`config.mk`:
```
export PLATFORM = sky130hd
export DESIGN_NAME = mirror_angle_gen
export DESIGN_NICKNAME = d
export VERILOG_FILES = /design/src/rtl/mirror_angle_gen.sv
export SDC_FILE = /design/constraint.sdc
export NUM_CORES = 1
export LEC_CHECK = 0
export ABC_AREA = 0
export CAP_MARGIN = 10
export CORE_ASPECT_RATIO = 0.5
export CORE_MARGIN = 2
export CORE_UTILIZATION = 24
export DETAILED_ROUTE_END_ITERATION = 10
export SLEW_MARGIN = 15
export SYNTH_ARGS = -nofsm -noshare
export SYNTH_HDL_FRONTEND = slang
export SYNTH_SLANG_ARGS = --single-unit
```
`constraint.sdc`:
```
create_clock -name clk_i -period 8.4 [get_ports clk_i]
set_clock_uncertainty 0.2 [all_clocks]
set_input_delay 1.26 -clock clk_i [delete_from_list [all_inputs] [get_ports clk_i]]
set_output_delay 1.26 -clock clk_i [all_outputs]
set_load 0.005 [all_outputs]
```
`src/rtl/mirror_angle_gen.sv`:
```
// rtl/mirror_angle_gen.sv - mirror angle sweep generator fed by IEEE-754 amplitude/step
// Define MIRROR_ACC_SAT_EN for saturating accumulation; default build wraps.
module mirror_angle_gen #(
  parameter int POINTS_PER_LINE_P  = 360,
  parameter int NUMBER_OF_FRAMES_P = 5
) (
  input  logic        clk_i,
  input  logic        nrst_i,
  input  logic        thetaM_valid_i,
  input  logic [31:0] thetaM_i,
  input  logic        mirrorStep_valid_i,
  input  logic [31:0] mirrorStep_i,
  input  logic        start_i,
  input  logic        tick_i,
  input  logic        angle_ready_i,
  output logic        angle_valid_o,
  output logic [31:0] angle_o,
  output logic [15:0] point_idx_o,
  output logic [7:0]  frame_idx_o,
  output logic        sweep_done_o,
  output logic        busy_o,
  output logic        conv_err_o,
  output logic        overrun_o
);

  localparam int          N_C    = POINTS_PER_LINE_P * NUMBER_OF_FRAMES_P;
  localparam logic [15:0] N_L    = 16'(N_C);
  localparam logic [15:0] P_LAST = 16'(POINTS_PER_LINE_P - 1);

  typedef enum logic [1:0] {IDLE, READY, RUN} state_t;

  // Returns {err, Q8.24}; out-of-range and NaN saturate with err set.
  function automatic logic [32:0] float_to_q(input logic [31:0] f);
    logic [7:0]  e;
    logic [31:0] mag;
    logic [32:0] r;
    e   = f[30:23];
    mag = {8'd0, 1'b1, f[22:0]};
    r   = 33'd0;
    if (e == 8'd0) begin
      r = 33'd0;
    end else if (e >= 8'd134) begin
      if (f[31] && !(e == 8'hFF && f[22:0] != 23'd0)) r = {1'b1, 32'h8000_0000};
      else r = {1'b1, 32'h7FFF_FFFF};
    end else begin
      if (e >= 8'd126) mag = mag << (e - 8'd126);
      else mag = mag >> (8'd126 - e);
      r = {1'b0, f[31] ? (~mag + 32'd1) : mag};
    end
    return r;
  endfunction

  function automatic logic [31:0] acc_add(input logic [31:0] a, input logic [31:0] b);
`ifdef MIRROR_ACC_SAT_EN
    logic [32:0] s;
    s = {a[31], a} + {b[31], b};
    if (s[32] != s[31]) return s[32] ? 32'h8000_0000 : 32'h7FFF_FFFF;
    return s[31:0];
`else
    return a + b;
`endif
  endfunction

  state_t      state;
  logic        theta_ld, step_ld;
  logic [31:0] theta_sh, step_sh, step_w, acc;
  logic [15:0] k_q, p_cnt;
  logic [7:0]  f_cnt;
  logic [32:0] conv_t, conv_s;
  logic        pts_left, slot_free, emit, accept, start_ok;

  assign conv_t    = float_to_q(thetaM_i);
  assign conv_s    = float_to_q(mirrorStep_i);
  assign pts_left  = (k_q != N_L);
  assign slot_free = !angle_valid_o || angle_ready_i;
  assign emit      = (state == RUN) && tick_i && pts_left && slot_free;
  assign accept    = angle_valid_o && angle_ready_i;
  assign start_ok  = (state == READY) && start_i;
  assign busy_o    = (state == RUN);

  always_ff @(posedge clk_i or negedge nrst_i) begin
    if (!nrst_i) begin
      state         <= IDLE;
      theta_ld      <= 1'b0;
      step_ld       <= 1'b0;
      theta_sh      <= 32'd0;
      step_sh       <= 32'd0;
      step_w        <= 32'd0;
      acc           <= 32'd0;
      k_q           <= 16'd0;
      p_cnt         <= 16'd0;
      f_cnt         <= 8'd0;
      angle_valid_o <= 1'b0;
      angle_o       <= 32'd0;
      point_idx_o   <= 16'd0;
      frame_idx_o   <= 8'd0;
      sweep_done_o  <= 1'b0;
      conv_err_o    <= 1'b0;
      overrun_o     <= 1'b0;
    end else begin
      sweep_done_o <= 1'b0;
      if (thetaM_valid_i) begin
        theta_sh <= conv_t[31:0];
        theta_ld <= 1'b1;
      end
      if (mirrorStep_valid_i) begin
        step_sh <= conv_s[31:0];
        step_ld <= 1'b1;
      end
      // A new conversion error in the start cycle survives the clear.
      conv_err_o <= (start_ok ? 1'b0 : conv_err_o)
                  | (thetaM_valid_i & conv_t[32])
                  | (mirrorStep_valid_i & conv_s[32]);
      case (state)
        IDLE: begin
          if (theta_ld && step_ld) state <= READY;
        end
        READY: begin
          if (start_i) begin
            step_w    <= step_sh;
            acc       <= ~theta_sh + 32'd1;
            k_q       <= 16'd0;
            p_cnt     <= 16'd0;
            f_cnt     <= 8'd0;
            overrun_o <= 1'b0;
            state     <= RUN;
          end
        end
        RUN: begin
          if (emit) begin
            angle_valid_o <= 1'b1;
            angle_o       <= acc;
            point_idx_o   <= p_cnt;
            frame_idx_o   <= f_cnt;
            acc           <= acc_add(acc, step_w);
            k_q           <= k_q + 16'd1;
            if (p_cnt == P_LAST) begin
              p_cnt <= 16'd0;
              f_cnt <= f_cnt + 8'd1;
            end else begin
              p_cnt <= p_cnt + 16'd1;
            end
          end else begin
            if (tick_i && pts_left) overrun_o <= 1'b1;
            if (accept) begin
              angle_valid_o <= 1'b0;
              if (!pts_left) begin
                sweep_done_o <= 1'b1;
                state        <= READY;
              end
            end
          end
        end
        default: state <= IDLE;
      endcase
    end
  end

endmodule

```
== Yosys cells after proc, flatten, opt, wreduce, memory -nomap -nowiden ==
Index checks and enable logic that the tools add are counted.

* Bits in registers: 232
* Input port bits: 71
* Output and inout port bits: 61
* Word-level logic and storage cells: 130

* Add/subtract/negate cells: 11
* $lt $le $gt $ge: 4
* Eq/ne operators: 14
* Shift operators: 4
* Multiplexer cells: 44
* Bitwise operators: 7
* Reduce and logical (&&, ||, !) cells: 29

{| class="wikitable"
|+ Operators with widths
! kind !! number
|-
| two-way mux 32 bit || 12
|-
| two-way mux 33 bit || 4
|-
| adder 32 x 1 -> 32 bit (second input constant) || 3
|-
| inverter 32 bit || 3
|-
| two-way mux 16 bit || 4
|-
| one-hot mux 16 bit (2 select lines) || 2
|-
| one-hot mux 32 bit (2 select lines) || 1
|-
| left shift 24 x 8 -> 32 bit || 2
|-
| >> shifter 24 x 8 -> 32 bit || 2
|-
| nonzero test 23 bit || 2
|-
| adder 16 x 1 -> 16 bit (second input constant) || 2
|-
| adder 32 bit || 1
|-
| two-way mux 8 bit || 3
|-
| equality test 16 x 9 -> 1 bit (second input constant) || 1
|-
| equality test 8 bit (second input constant) || 2
|-
| >= comparator 8 x 7 -> 1 bit (second input constant) || 2
|-
| >= comparator 8 bit (second input constant) || 2
|-
| logical NOT 8 bit || 2
|-
| inequality test 16 x 11 -> 1 bit (second input constant) || 1
|-
| one-hot mux 8 bit (2 select lines) || 1
|-
| subtractor 7 x 8 -> 8 bit (first input constant) || 2
|-
| subtractor 8 x 7 -> 8 bit (second input constant) || 2
|-
| logical AND 1 bit || 11
|-
| two-way mux 1 bit || 10
|-
| 18 further kinds || 36
|}

== Longest topological paths before layout ==
Gate-level depths: netlist (run 1).

* Depth after elaboration: 13
* Gate-level depth with buffers: 20
* Depth with buffers taken out: 15

== Worst setup path before layout (run 1) ==
OpenSTA, ideal clock, no wires.

* Path type: input port to flip-flop
* From: input mirrorStep_i[23]
* To: register step_sh[22]
* Library setup time: 0.146 ns
* Arrival time: 5.457 ns
* Data required time: 8.054 ns
* Path slack: 2.597 ns
* Stages: 19
* Path buffers: 6
* Path through: buf_2 inv_2 buf_1 clkbuf_1 ha_1 buf_2 buf_4 buf_6 mux2_2 mux2i_1 mux2_2 mux2i_1 a222oi_1 o311a_1 nand4b_1 or3_1 o21ai_1 xor2_1 o221ai_1

* Word-level cells in the longest chain between the ends: 10
* Elaborated cells on any way between the ends: 20
* Those cells by class: add/sub: 3; order compare: 2; eq/ne: 1; shift: 2; mux: 7; bitwise: 1; reduce/logical: 4

{| class="wikitable"
|+ RTL lines
! item !! RTL line !! source
|-
| start, declared || 12 || <nowiki>input logic [31:0] mirrorStep_i,</nowiki>
|-
| subtractor 7 x 8 -> 8 bit / subtractor 8 x 7 -> 8 bit (equally long branches) || 47, 46 ||
|-
| >> shifter 24 x 8 -> 32 bit / left shift 24 x 8 -> 32 bit (equally long branches) || 47, 46 ||
|-
| two-way mux 32 bit || 46 || <nowiki>if (e >= 8'd126) mag = mag << (e - 8'd126);</nowiki>
|-
| two-way mux 32 bit || 42 || <nowiki>end else if (e >= 8'd134) begin</nowiki>
|-
| two-way mux 32 bit || 40 || <nowiki>if (e == 8'd0) begin</nowiki>
|-
| inverter 32 bit || 48 || <nowiki>r = {1'b0, f[31] ? (~mag + 32'd1) : mag};</nowiki>
|-
| adder 32 x 1 -> 32 bit || 48 ||
|-
| two-way mux 32 bit || 48 ||
|-
| two-way mux 33 bit || 42 ||
|-
| two-way mux 33 bit (*) || 40 ||
|-
| end signal, assigned || 107 || <nowiki>step_sh <= conv_s[31:0];</nowiki>
|-
| end, declared || 66 || <nowiki>logic [31:0] theta_sh, step_sh, step_w, acc;</nowiki>
|}

Every way passes the cells marked *; elsewhere a longest branch is shown, timed or not. The select of a mux whose other input is x is not followed.
A chain may end at the register's enable or synchronous reset.

== Final worst setup path (run 1) ==
* From: input mirrorStep_i[24]
* To: register step_sh[24]

The elaborated chain is that of the path after synthesis.

==> metrics.txt, run 1 <==
root buffer cell clkbuf_16; syn nets 2598; initial core utilization 0.243; CP Capture Type flop; R2R depth 14; R2R setup slack 4480 ps; hold depth 1; EDFF count, synth 0; Post-CTS Setup Inserts 0; top cells by area, synth dfrtp_1, mux4_2, nand2_1; worst hold start theta_ld$_DFFE_PN0P_; Post-Route WL 69.5 mm; sequential cell fraction of total power 0.297; Worst path top cell family by delay compound AO/OA/AOI/OAI gates; critical path fanouts, max 26; Critical Path AT 6660 ps; Slew Viols, Final 0; CP max stage cell ha_1; Tcrit/Tclk final 0.771; setup violators final 0; Place WS 1440 ps; row count 76; Via Count 19600; WS Path Type primary input to flop; cts repair resizes 0; Hold EP theta_ld$_DFFE_PN0P_; cts hold-fix bufs 0; Worst Path Required 8580 ps; share of cells above drive strength 1 0.109; # nets final 2621; Remaining DRCs 0; power share of the combinational group 0.484; count leader, synth nand2_1; Reg-to-Reg Start step_w[0]$_DFFE_PN0P_; setup TNS 0 ps; vias in the first global route 18700; largest net degree at the start of global routing 131; total power 5.60 mW; core area 86200 sq um; Die Footprint 89600 sq um; Core Util, Final 0.279; reg2reg end acc[30]$_DFFE_PN0P_; leading area contributor after synthesis dfrtp_1; worst slew pin tran 1180 ps; I/O pin cnt 132; Mean Syn Cell Area 8.44 sq um; clock share of power 0.219; Max-Cap Viols 0; Total GRT Usage 0.151; Most used DFF post-synth dfrtp_1; Cell Pwr Density 233 nW/um^2; setup slack after layout 1920 ps; Final ANT Viol Nets 0; Buf+Inv Stages, Crit Path 2; Seq/Total Area, Yosys 0.278; number of port buffers 131; Hold WC Path Type flop to flop; CTS tree done; status complete, no violations; Cell Chain, Critical Path buf_2, clkinv_1, ha_1, mux2_2, mux2i_1, mux2_2, mux2i_1, a222oi_1, o311a_1, nand4b_1, or3_1, o21ai_1, xor2_1, o221ai_1; Worst-Skew Late Latency 550 ps; Switching Fraction 0.408; GP Congestion 0.924; commonest cells in the synthesized netlist nand2_1, dfrtp_1, o21ai_0, nor2_1, a21oi_1; top-area cell type share of the netlist area 0.278; DRT iter0 DRCs 1814; buffer depth of the longest clock path 3; number of vias per cell 5.31; DIE HEIGHT 213 um; post-synth cell types 113; Worst path max stage delay 1030 ps; shortest period the worst path allows 6480 ps; Max-slew headroom 0.216; GR Overflow Total 0; Yosys reg bits 232; f_max 154 MHz; die width 421 um; first-pass GRT wire length 110 mm; Clock Sinks 232; Yosys Warn Count 0; WL/cell 18.8 um; final hold vios 0; Post-Syn Instances 2476; VDD IR max 0.000148 V; CTS H-tree depth 1; NetSw 2.28 mW; Post-DP HPWL 52.1 mm; DR pass1 iterations 6; initial antenna violation count 2; clock slew at reported path FFs 70 ps; CTS Buf Count 25; CP Launch Type primary input; FFs w/ async S/R, synth 1.00; Layout area overhead 14.9%; mapped cell area 20900 sq um; Leak 9.91 nW; RSZ-0062 raised after global routing no; Int Pwr 3.31 mW
worst max-delay path by stage:
stage	start	end	cells after the start
floorplan	mirrorStep_i[23]	step_sh[22]$_DFFE_PN0P_	19
global placement	mirrorStep_i[24]	step_sh[27]$_DFFE_PN0P_	14
detailed placement	mirrorStep_i[24]	step_sh[27]$_DFFE_PN0P_	14
CTS	mirrorStep_i[24]	step_sh[27]$_DFFE_PN0P_	14
global route	mirrorStep_i[24]	step_sh[27]$_DFFE_PN0P_	14
finish	mirrorStep_i[24]	step_sh[24]$_DFFE_PN0P_	14
per-stage QoR:
step	std cells	instance area, sq um	hold WS [ps]
after detailed placement	3642	23100	252
final	3689	24000	266
after floorplan	2476	20900	237
after global routing	3689	24000	289
after CTS	3688	24000	272
after global placement	3642	23100	251
power by group through the flow:
| stage | Sequential, mW | Combinational (mW) | Clock, mW |
|---|---|---|---|
| 3_3_place_gp | 1.68 | 2.64 | 0 |
| 2_1_floorplan | 1.59 | 1.93 | 0 |
| 3_5_place_dp | 1.68 | 2.68 | 0 |
| 6_report | 1.66 | 2.71 | 1.23 |
| 4_1_cts | 1.67 | 2.69 | 1.25 |
| 5_1_grt | 1.70 | 3.01 | 1.30 |
worst register-to-register path, stage by stage, from the launching register on:
cell and delay, ps:
dfrtp_1 470, ha_1 240, inv_1 70, fa_1 410
nor2b_1 170, o21ai_0 120, a21boi_0 440, o2111ai_1 270
a22oi_1 430, o2bb2ai_1 270, o211a_1 230, a31oi_1 100
xnor2_1 140, a21oi_1 160, a21oi_1 80
cells by family (layout without fill, tap and decap cells):
kind of cell             Yosys count  count (layout)  share of synthesized area
AO/OA/AOI/OAI                    636             636                      0.204
adder cells (fa/ha/maj)           51              51                     0.0309
AND/OR/NAND/NOR                  931             931                      0.215
multiplexers                     215             215                      0.152
XOR/XNOR                         137             137                     0.0596
buffers and inverters            274             316                     0.0606
other                              0               1                          0
flip-flops                       232             232                      0.278
cells in the final DEF (no fill, tap or decap), types with 70 or more instances in the layout:
| master | instances |
|---|---|
| nor2_1 | 173 |
| inv_1 | 96 |
| dfrtp_1 | 232 |
| mux4_2 | 73 |
| a21oi_1 | 112 |
| mux2i_1 | 98 |
| xnor2_1 | 70 |
| nand2_1 | 397 |
| clkdlybuf4s50_1 | 127 |
| o21ai_0 | 193 |
final cells by class:
type	count	area, sq um
fill	9250	62100
multi-input combinational	1970	13800
sequential	232	5810
timing repair buffer	168	1590
tap	1170	1460
clock buffer	30	684
inverter	102	383
clock inverter	16	229
antenna	1	2.50
per-layer routing:
metal  vias up  global-route usage  share of wire
met5         -                   0        0.00020
met4         2              0.0408          0.027
met3       126              0.0145          0.054
met2       681               0.252           0.47
met1      9639               0.208           0.45
li1       9141                   -              -
sequential cells by signal, summed over array words and instances, names as in the netlist:
name	count
acc	32
angle_o	32
step_sh	32
step_w	32
theta_sh	32
k_q	16
p_cnt	16
point_idx_o	16
f_cnt	8
frame_idx_o	8
state	2
angle_valid_o	1
conv_err_o	1
overrun_o	1
step_ld	1
sweep_done_o	1
theta_ld	1
Power figures use the tool's default switching activity.
==> inputs of run 2 (changes only) <==
Clock period 8.4 ns to 6.5 ns, I/O delays scaled along.
==> metrics.txt, run 2 (same netlist as run 1, synthesis figures left out) <==
Worst path max stage delay 700 ps (-330 ps); vias in the first global route 18400 (-1.2%); core area 86200 sq um (unchanged); Slew Viols, Final 0 (unchanged); worst hold start angle_o[8]$_DFFE_PN0P_; WS Path Type primary input to flop; first-pass GRT wire length 112 mm (+1.5%); DP Cell Count 3673 (+0.85%); DRT iter0 DRCs 1645 (-9.3%); Final ANT Viol Nets 0 (unchanged); most frequent cells in the layout nand2_1, dfrtp_1, o21ai_0; Leak 10.1 nW (+2.2%); hold depth 2 (+1); f_max 181 MHz; R2R depth 14 (unchanged); largest net degree at the start of global routing 130 (-0.76%); Post-DP HPWL 54.0 mm (+3.5%); Tcrit/Tclk final 0.850; DIE HEIGHT 213 um (unchanged); status complete, no violations; Critical Path AT 5720 ps (-940 ps); most common cell after layout, fill and taps aside nand2_1; cts repair resizes 0 (unchanged); RSZ-0062 raised after global routing no; CP Launch Type primary input; number of vias per cell 5.25 (-1.2%); Max-Cap Viols 0 (unchanged); M3 GR Usage 0.0137 (-0.000712); CTS H-tree depth 1 (unchanged); buffer depth of the longest clock path 3 (unchanged); VDD IR max 0.000205 V (+39%); CTS tree done; R2R setup slack 2610 ps (-1870 ps); share of cells above drive strength 1 0.119 (+0.0104); Buf+Inv Stages, Crit Path 3 (+1); WL/cell 19.2 um (+2.1%); GRT Max-Usage Layer met2; CP Capture Type flop; Max-slew headroom 0.301 (+0.0849); GP Congestion 0.934 (+1.1%); Cell Pwr Density 303 nW/um^2 (+30%); cts hold-fix bufs 0 (unchanged); Worst Path Required 6690 ps (-1890 ps); # nets final 2653 (+1.2%); number of port buffers 131 (unchanged); Hold WC Path Type flop to flop; stages on the worst setup path 13 (-1); Clock Sinks 232 (unchanged); GR Overflow Total 0 (unchanged); Post-CTS Setup Inserts 0 (unchanged); Worst path top cell family by delay simple AND/OR/NAND/NOR gates; Hold EP angle_o[8]$_DFFE_PN0P_; reg2reg end acc[26]$_DFFE_PN0P_; worst slew pin tran 1050 ps (-131 ps); Total GRT Usage 0.154 (+0.00345); Non-Filler Instances 3720 (+0.84%); Cell Chain, Critical Path clkdlybuf4s50_1, ha_1, buf_4, clkinv_1, and3_1, o31a_1, and2_1, a221oi_1, nand4b_1, or3_1, o21ai_1, xor2_1, o221ai_1; GR Layer Usage met2 0.257 (+0.00488); setup TNS 0 ps (unchanged); initial core utilization 0.243 (unchanged); CP max stage cell a221oi_1; clock slew at reported path FFs 60 ps (about the same); shortest period the worst path allows 5520 ps; DR pass1 iterations 8 (+2); Die Footprint 89600 sq um (unchanged); I/O pin cnt 132 (unchanged); Reg-to-Reg Start acc[0]$_DFFE_PN0P_; Worst-Skew Late Latency 540 ps (about the same); critical path fanouts, max 18 (-31%); setup violators final 0 (unchanged); row count 76 (unchanged); Post-Route WL 71.6 mm (+2.9%); M1 GR Usage 0.217 (+0.00859); die width 421 um (unchanged); CTS Buf Count 26 (+4.0%); initial antenna violation count 2 (unchanged); Remaining DRCs 0 (unchanged); root buffer cell clkbuf_16; Layout area overhead 16.5%; final hold vios 0 (unchanged); Via Count 19500 (-0.36%)
## run 2: metrics by stage
step                       util  setup slack (ps)  cell area (sq um)  total power [mW]  hold WS (ps)
after floorplan               -               982              20900              4.55           237
after CTS                 0.283              1090              24300              7.39           277
final                     0.283               977              24300              7.38           273
after global routing      0.283               678              24300              7.92           299
after detailed placement  0.271               538              23300              5.65           260
after global placement    0.271               566              23300              5.61           258
## run 2: worst max-delay path by stage
| stage | from | end | slack, ps |
|---|---|---|---|
| after floorplan | mirrorStep_i[23] | step_sh[22]$_DFFE_PN0P_ | 980 |
| after global placement | mirrorStep_i[25] | step_sh[27]$_DFFE_PN0P_ | 570 |
| after detailed placement | mirrorStep_i[25] | step_sh[22]$_DFFE_PN0P_ | 540 |
| after CTS | mirrorStep_i[25] | step_sh[22]$_DFFE_PN0P_ | 1090 |
| after global routing | mirrorStep_i[24] | step_sh[22]$_DFFE_PN0P_ | 680 |
| final | mirrorStep_i[25] | step_sh[22]$_DFFE_PN0P_ | 980 |
## run 2: report_power, final
| group | leakage (nW) | total (mW) | switching, mW | internal, mW |
|---|---|---|---|---|
| Combinational | 6.70 | 3.53 | 2.01 | 1.52 |
| Clock | 0.491 | 1.71 | 0.612 | 1.10 |
| Sequential | 2.94 | 2.14 | 0.317 | 1.83 |
## run 2: area by class of cell
| class | instances | area [sq um] |
|---|---|---|
| Timing Repair Buffer | 199 | 1850 |
| Fill cell | 9153 | 61800 |
| Inverter | 102 | 383 |
| Sequential cell | 232 | 5810 |
| Clock inverter | 15 | 283 |
| Antenna cell | 1 | 2.50 |
| Multi-Input combinational cell | 1970 | 13800 |
| Tap cell | 1170 | 1460 |
| Clock buffer | 31 | 711 |
## run 2: worst min-delay path, delay by kind of cell (launching register included)
family | cells | cell delay, ps
DFF | 1 | 340
and+or+nand+nor | 2 | 110
## run 2: layer usage
metal | part of all wire | wire length [um]
met1 | 0.46 | 32600
met2 | 0.47 | 33500
met3 | 0.053 | 3780
met4 | 0.024 | 1690
met5 | 0 | 0
